### config.mk
export PLATFORM = sky130hd
export DESIGN_NAME = mem_stage
export DESIGN_NICKNAME = d
export VERILOG_FILES = /design/src/rtl/mem_stage.sv
export SDC_FILE = /design/constraint.sdc
export NUM_CORES = 1
export LEC_CHECK = 0
export BUFFER_PORTS_ARGS = -buffer_cell sky130_fd_sc_hd__buf_2
export CORE_MARGIN = 2
export CORE_UTILIZATION = 45
export DETAILED_ROUTE_END_ITERATION = 16
export PLACE_DENSITY_LB_ADDON = 0.15
export SKIP_CTS_REPAIR_TIMING = 1
export SLEW_MARGIN = 20
export SYNTH_ARGS = -nofsm -noshare
export SYNTH_HDL_FRONTEND = slang
export SYNTH_SLANG_ARGS = --single-unit
### constraint.sdc
create_clock -name clk -period 2.5 [get_ports clk]
set_clock_uncertainty 0.2 [all_clocks]
set_input_delay 0 -clock clk [delete_from_list [all_inputs] [get_ports clk]]
set_output_delay 0 -clock clk [all_outputs]
set_load 0.01 [all_outputs]
### src/rtl/mem_stage.sv
// -----------------------------------------------------------------------------
// mem_stage -- MEM stage of the 16-bit WISC-S15 pipeline.
//
// Sits between the EX/MEM pipeline register and MEMWB_reg. A load or store is
// handled as a multi-cycle handshake with data memory. While the access is
// outstanding, the upstream stages are frozen and a bubble goes to MEMWB_reg.
// If no ack arrives after TIMEOUT busy cycles, the access is forced to
// complete: the read data becomes 16'hFFFF and a sticky error flag is set.
//
// Handshake: mem_req rises on the edge that leaves IDLE with an access. It
// stays high, with mem_addr/mem_we/mem_wdata held stable, until the edge that
// samples mem_ack=1 or until the timeout edge. mem_ack is a one-cycle strobe
// and is honoured only in BUSY.
//
// Ports
//   clk, rst_n           clock (rising edge), async active-low reset
//   valid_in             EX/MEM holds a valid instruction
//   MemRead_in/MemWrite_in  load / store (both set => store)
//   RegWrite_in, ret_in, mem_to_reg_in, HALT_in, reg_rd_in, alu_result_in
//                        fields passed through to MEMWB_reg
//   store_data_in        store data
//   mem_rdata, mem_ack   memory response
//   mem_req, mem_we, mem_addr, mem_wdata   memory request
//   stall_out            freezes PC, IF/ID, ID/EX, EX/MEM
//   *_out                fields to MEMWB_reg
//   mem_err              sticky timeout flag (cleared only by reset)
//   dbg_state            current FSM state (0 IDLE, 1 BUSY, 2 DONE)
// -----------------------------------------------------------------------------
module mem_stage #(
  parameter int TIMEOUT = 15
) (
  input  logic        clk,
  input  logic        rst_n,
  input  logic        valid_in,
  input  logic        MemRead_in,
  input  logic        MemWrite_in,
  input  logic        RegWrite_in,
  input  logic        ret_in,
  input  logic        mem_to_reg_in,
  input  logic        HALT_in,
  input  logic [3:0]  reg_rd_in,
  input  logic [15:0] alu_result_in,
  input  logic [15:0] store_data_in,
  input  logic [15:0] mem_rdata,
  input  logic        mem_ack,
  output logic        mem_req,
  output logic        mem_we,
  output logic [15:0] mem_addr,
  output logic [15:0] mem_wdata,
  output logic        stall_out,
  output logic        RegWrite_out,
  output logic        ret_out,
  output logic        mem_to_reg_out,
  output logic        HALT_out,
  output logic [3:0]  reg_rd_out,
  output logic [15:0] alu_result_out,
  output logic [15:0] mem_read_data_out,
  output logic        mem_err,
  output logic [1:0]  dbg_state
);

  typedef enum logic [1:0] {
    S_IDLE = 2'd0,
    S_BUSY = 2'd1,
    S_DONE = 2'd2
  } state_t;

  // Counter value seen on the last allowed busy cycle (the TIMEOUT-th).
  localparam logic [7:0] LP_TO_LAST = 8'(TIMEOUT - 1);

  state_t      r_state;
  state_t      w_next;
  logic [7:0]  r_cnt;
  logic [15:0] r_rdata_q;
  logic        w_access;

  // Gating with rst_n keeps stall_out low during reset, even when EX/MEM still
  // presents a memory instruction.
  assign w_access  = rst_n & valid_in & (MemRead_in | MemWrite_in);
  assign dbg_state = r_state;

  // ---------------------------------------------------------------- FSM
  always_ff @(posedge clk or negedge rst_n) begin
    if (!rst_n) r_state <= S_IDLE;
    else        r_state <= w_next;
  end

  always_comb begin
    w_next = r_state;
    case (r_state)
      S_IDLE: if (w_access) w_next = S_BUSY;
      S_BUSY: if (mem_ack || (r_cnt == LP_TO_LAST)) w_next = S_DONE;
      S_DONE: w_next = S_IDLE;
      default: w_next = S_IDLE;
    endcase
  end

  // ---------------------------------------------------------------- datapath
  always_ff @(posedge clk or negedge rst_n) begin
    if (!rst_n) begin
      mem_req   <= 1'b0;
      mem_we    <= 1'b0;
      mem_addr  <= 16'h0000;
      mem_wdata <= 16'h0000;
      r_rdata_q <= 16'h0000;
      r_cnt     <= 8'd0;
      mem_err   <= 1'b0;
    end else begin
      case (r_state)
        S_IDLE: begin
          if (w_access) begin
            mem_addr  <= alu_result_in;
            mem_wdata <= store_data_in;
            mem_we    <= MemWrite_in;
            mem_req   <= 1'b1;
            r_cnt     <= 8'd0;
          end
        end
        S_BUSY: begin
          // The ack is checked first, so an ack on the timeout cycle wins.
          if (mem_ack) begin
            r_rdata_q <= mem_we ? 16'h0000 : mem_rdata;
            mem_req   <= 1'b0;
            r_cnt     <= 8'd0;
          end else if (r_cnt == LP_TO_LAST) begin
            r_rdata_q <= 16'hFFFF;
            mem_err   <= 1'b1;
            mem_req   <= 1'b0;
            r_cnt     <= 8'd0;
          end else begin
            r_cnt <= r_cnt + 8'd1;
          end
        end
        default: ;
      endcase
    end
  end

  // ---------------------------------------------------------------- outputs
  always_comb begin
    stall_out         = 1'b0;
    RegWrite_out      = RegWrite_in & valid_in;
    ret_out           = ret_in & valid_in;
    HALT_out          = HALT_in & valid_in;
    mem_to_reg_out    = mem_to_reg_in;
    reg_rd_out        = reg_rd_in;
    alu_result_out    = alu_result_in;
    mem_read_data_out = 16'h0000;
    case (r_state)
      S_IDLE: begin
        if (w_access) begin
          stall_out      = 1'b1;
          RegWrite_out   = 1'b0;
          ret_out        = 1'b0;
          HALT_out       = 1'b0;
          mem_to_reg_out = 1'b0;
        end
      end
      S_BUSY: begin
        stall_out      = 1'b1;
        RegWrite_out   = 1'b0;
        ret_out        = 1'b0;
        HALT_out       = 1'b0;
        mem_to_reg_out = 1'b0;
      end
      S_DONE: begin
        // Upstream was frozen, so the *_in fields still belong to this access.
        mem_read_data_out = r_rdata_q;
      end
      default: ;
    endcase
  end

endmodule

### Yosys cells after proc, flatten, opt, wreduce, memory -nomap -nowiden

Index checks and enable logic that the tools add are counted.

| word-level totals | value |
|---|---|
| register bits after elaboration | 61 |
| bits in latches | 0 |
| RAM bits | 0 |
| ROM bits | 0 |
| input bits | 62 |
| output and inout port bits | 78 |
| logic and storage cells | 57 |
| memories | 0 |

| cells by class | value |
|---|---|
| add/sub/neg operators | 1 |
| multiply operators | 0 |
| div/mod/pow operators | 0 |
| order comparisons | 0 |
| equal/unequal tests | 6 |
| shifts and indexed selects | 0 |
| multiplexer cells | 25 |
| bitwise operators | 7 |
| reduce and logical (&&, ||, !) cells | 10 |

Operators with widths:

| kind | number |
|---|---|
| two-way mux 16 bit | 4 |
| two-way mux 8 bit | 3 |
| case mux 8 bit (2 select lines) | 1 |
| case mux 1 bit (2 select lines) | 6 |
| adder 8 x 1 -> 8 bit (second input constant) | 1 |
| equality test 8 x 4 -> 1 bit (second input constant) | 1 |
| two-way mux 1 bit | 8 |
| AND reduction 2 bit | 4 |
| AND reduction 3 bit | 2 |
| bitwise AND 1 bit | 5 |
| two-way mux 2 bit | 2 |
| != test 2 bit (second input constant) | 2 |
| case mux 2 bit (2 select lines) | 1 |
| nonzero test 2 bit | 2 |
| != test 3 bit (second input constant) | 1 |
| equality test 2 x 1 -> 1 bit (second input constant) | 1 |
| equality test 2 bit (second input constant) | 1 |
| zero test 2 bit | 1 |
| logical OR 1 bit | 1 |
| inverter 1 bit | 1 |
| bitwise OR 1 bit | 1 |

### Longest topological paths before layout

| logic depth | value |
|---|---|
| word-level depth | 4 |
| gate-level depth with buffers | 8 |

### Least setup slack after synthesis

OpenSTA, ideal clock, no wires.

| timing | value |
|---|---|
| kind | register to register |
| from | reg r_cnt[0] |
| to | reg r_rdata_q[5] |
| arrival | 1.468 ns |
| data required time | 2.169 ns |
| path slack | 0.701 ns |
| cell stages (with the launch flop) | 9 |
| cell sequence | dfrtp_1 > inv_1 > ha_1 > and4b_1 > buf_6 > o21ba_1 > buf_6 > buf_12 > a2bb2oi_2 |

| between the ends | value |
|---|---|
| cells in the longest elaborated chain, start to end | 3 |

Ends and longest elaborated chain:

| item | line | RTL |
|---|---|---|
| start: declaration | 73 | `logic [7:0] r_cnt;` |
| start signal: assignment | 131 | `r_cnt <= r_cnt + 8'd1;` |
| equality test 8 x 4 -> 1 bit | 125 | `end else if (r_cnt == LP_TO_LAST) begin` |
| nonzero test 2 bit (no source line) | n/a |  |
| AND reduction 2 bit (no source line) | n/a |  |
| end signal: assignment | 122 | `r_rdata_q <= mem_we ? 16'h0000 : mem_rdata;` |
| end: declaration | 74 | `logic [15:0] r_rdata_q;` |

Every way passes these cells.
A chain may end at the register's enable or synchronous reset.

### Worst setup path after layout

| timing | value |
|---|---|
| from | reg r_cnt[0] |
| to | reg r_rdata_q[8] |

The elaborated chain is that of the path after synthesis.

==> impl_metrics.yaml <==
sta:
  finalWorstPathRequiredPeriod_ps: 2190
  timing.hold.ws_ps: 69.9
  fmax_ghz: 0.457
  rsz0062_at_grt: "no"
  fin_crit_sh_pct: 87.5
  fin_tns_setup_ps: 0
  hold_viol_final: 0
  tightest_slew_ps: 844
  maxSlewHeadroom_pct: 43.7
  setup_viol: 0
  drv_slew: 0
critical_path:
  cp_top_family: "compound AO/OA/AOI/OAI gates"
  criticalPathCategory: "register to register"
  cp_cell_sequence: "inv_1 > ha_1 > and4b_1 > o21ba_1 > a2bb2oi_1"
  reg2reg_depth: 5
  cp.required_ps: 2550
  rr_endpoint: "r_rdata_q[8]"
  critical_path.slowest_cell: "o21ba_1"
  endpoint_kind: "register"
  regToRegSetupSlack_ps: 310
  crit_fanout: 18
  setup.worst_path.start_class: "register"
  worst_ep_arrival_time_ps: 2240
  max_stage_delay_ps: 710
  worst-path-buf-inv: 1
  r2r-start: "r_cnt[0]"
power_and_ir_drop:
  p_leak_uw: 0.00214
  vdd_drop_max_mv: 0.464
  p_per_area_nw_per_um2: 789
logic_synthesis:
  synth.net_count: 291
  yosysWarnings: 0
  yosysSeqAreaShare_pct: 52.9
  syn_avg_cell_area_sq_um: 12.7
  yosysTopAreaCellShare_pct: 52.9
  yosys.area.top_type: "dfrtp_1"
  synthesis.area_sq_um: 2880
  synth_area_leaders: "dfrtp_1 53%, mux2_2 13%, buf_4 5.2%, a2bb2oi_2 4.2%, and2_1 3.7%"
  syn_inst: 227
  synth.distinct_cells: 34
  ys_ff_latch: 61
global_route:
  grt_pass1_vias: 1947
  track_usage_pct: 17.0
  overflow: 0
  grt_antenna_before_repair: 0
  grt_pass1_wl_microns: 9380
  grt_max_degree: 62
min_path:
  worstHoldStart: "valid_in"
  hold_class: "input port to register"
  worstHoldEndpoint: "mem_req"
  hold_path_depth: 4
cts:
  cts.sinks: 61
  clk_latency_ps: 330
  clkSlewWorstSetupHoldPaths_ps: 70
  htreeDepth: 3
  clockBufferDepth: 2
  cts_inserted_buffers: 9
  cts_tree: "done"
  cts-root-buf: "clkbuf_8"
route:
  num_vias: 2292
  ant_nets: 0
  drt_iter0_markers: 87
  firstDrtPassIters: 4
  viasPerCell: 4.78
  wl_microns: 6790
  wl_per_cell_microns: 14.1
  remaining_drc_errors: 0
final_layout:
  areaGrowthSynthToFinish_pct: 46.7
  layout.cells.non_filler: 480
  drive_gt1_share_pct: 48.4
  seq_area_sq_um: 1530
  layout_common_cells: "131 x buf_2, 61 x dfrtp_1, 55 x dlygate4sd3_1"
  n_antenna_cell: 0
  layout.nets: 462
  multiInputGateArea_sq_um: 1120
  fillerInstances: 485
  mostFrequentLayoutCell: "buf_2"
place:
  place.gp.congestion: 0.843
  port_buffers: 131
  dp.cells: 409
  dpl.hpwl_microns: 4170
run_status:
  outcome: "finished, final reports clean"
run:
  cap_violations: 0
floorplan:
  fp-row-count: 29
  die-area_sq_um: 7070
  start_util_pct: 45.9
  core_sq_um: 6280
  die_w_microns: 84.1
  die_h_microns: 84.1
  pin_count: 140
[layer usage]
layer	up-vias	wire [microns]	track usage [%]
li1	1101	-	-
met3	7	270	5.14
met1	1124	2880	23.1
met2	60	3560	25.9
met5	-	0	0
met4	0	76	6.16
[how the worst max path moves through the flow]
| stage | startpoint | end | depth (start not counted) |
|---|---|---|---|
| after floorplan | r_cnt[0] | r_rdata_q[5] | 8 |
| after global placement | r_cnt[0] | r_rdata_q[10] | 5 |
| after detailed placement | r_cnt[0] | r_rdata_q[10] | 5 |
| after CTS | r_cnt[0] | r_rdata_q[8] | 5 |
| after global routing | r_cnt[0] | r_rdata_q[11] | 5 |
| final | r_cnt[0] | r_rdata_q[8] | 5 |
[Yosys cell counts (all sizes together)]
master and instances:
and4 1, a21oi 1, mux2 33, o211a 1, o41ai 1, nor2b 2, buf 29, inv 3
o21ba 2, a21o 1, nor3 1, or4 1, o21bai 1, clkbuf 2, nor2 10, dfrtp 61
and4b 4, and3 3, o21ai 3, ha 2, nand2b 17, a2bb2oi 16, o31ai 1, nand2 3
xor2 6, and2 18, o211ai 4
[metrics by stage]
stage,area [sq um],util [%],power [uW],worst slack [ps]
floorplan,2880,-,1970,701
global placement,3460,55.1,2280,394
detailed placement,3460,55.1,2300,310
CTS,3680,58.6,3300,319
global route,4230,67.4,3530,139
finish,4230,67.4,3340,312
[worst min-delay path, delay by kind of cell]
kind | cells | cell delay [ps]
AO/OA/AOI/OAI | 2 | 380
buffers and inverters | 1 | 130
AND/OR/NAND/NOR | 1 | 50
[where the power goes]
part / switching [uW] / internal (uW) / leakage [uW] / total, uW
logic: 389 / 530 / 0.00129 / 919
registers: 169 / 1270 / 0.000733 / 1430
clock network: 372 / 613 / 0.000116 / 985
[state kept, by name, summed over array words and instances (netlist names)]
signal,flops
r_cnt,8
mem_wdata,16
mem_we,1
r_rdata_q,16
mem_err,1
mem_addr,16
dbg_state,2
mem_req,1
[layout make-up]
cell class                      count  share of cell area [%]
Multi-Input combinational cell    132                    26.4
Timing Repair Buffer              191                    29.7
Inverter                            3                   0.266
Clock inverter                      4                    1.66
Sequential cell                    61                    36.1
Clock buffer                       12                    3.67
Tap cell                           77                    2.28
[logic make-up (layout without fill, tap and decap cells)]
kind of cell,Yosys count,after routing,share of synthesized area [%]
AO/OA/AOI/OAI,31,31,10.5
XOR/XNOR,6,6,1.82
adder cells (fa/ha/maj),2,2,0.868
buffers and inverters,34,210,8.37
flip-flops,61,61,52.9
multiplexers,33,33,12.9
AND/OR/NAND/NOR,60,60,12.7
(Power assumes the default switching activity.)
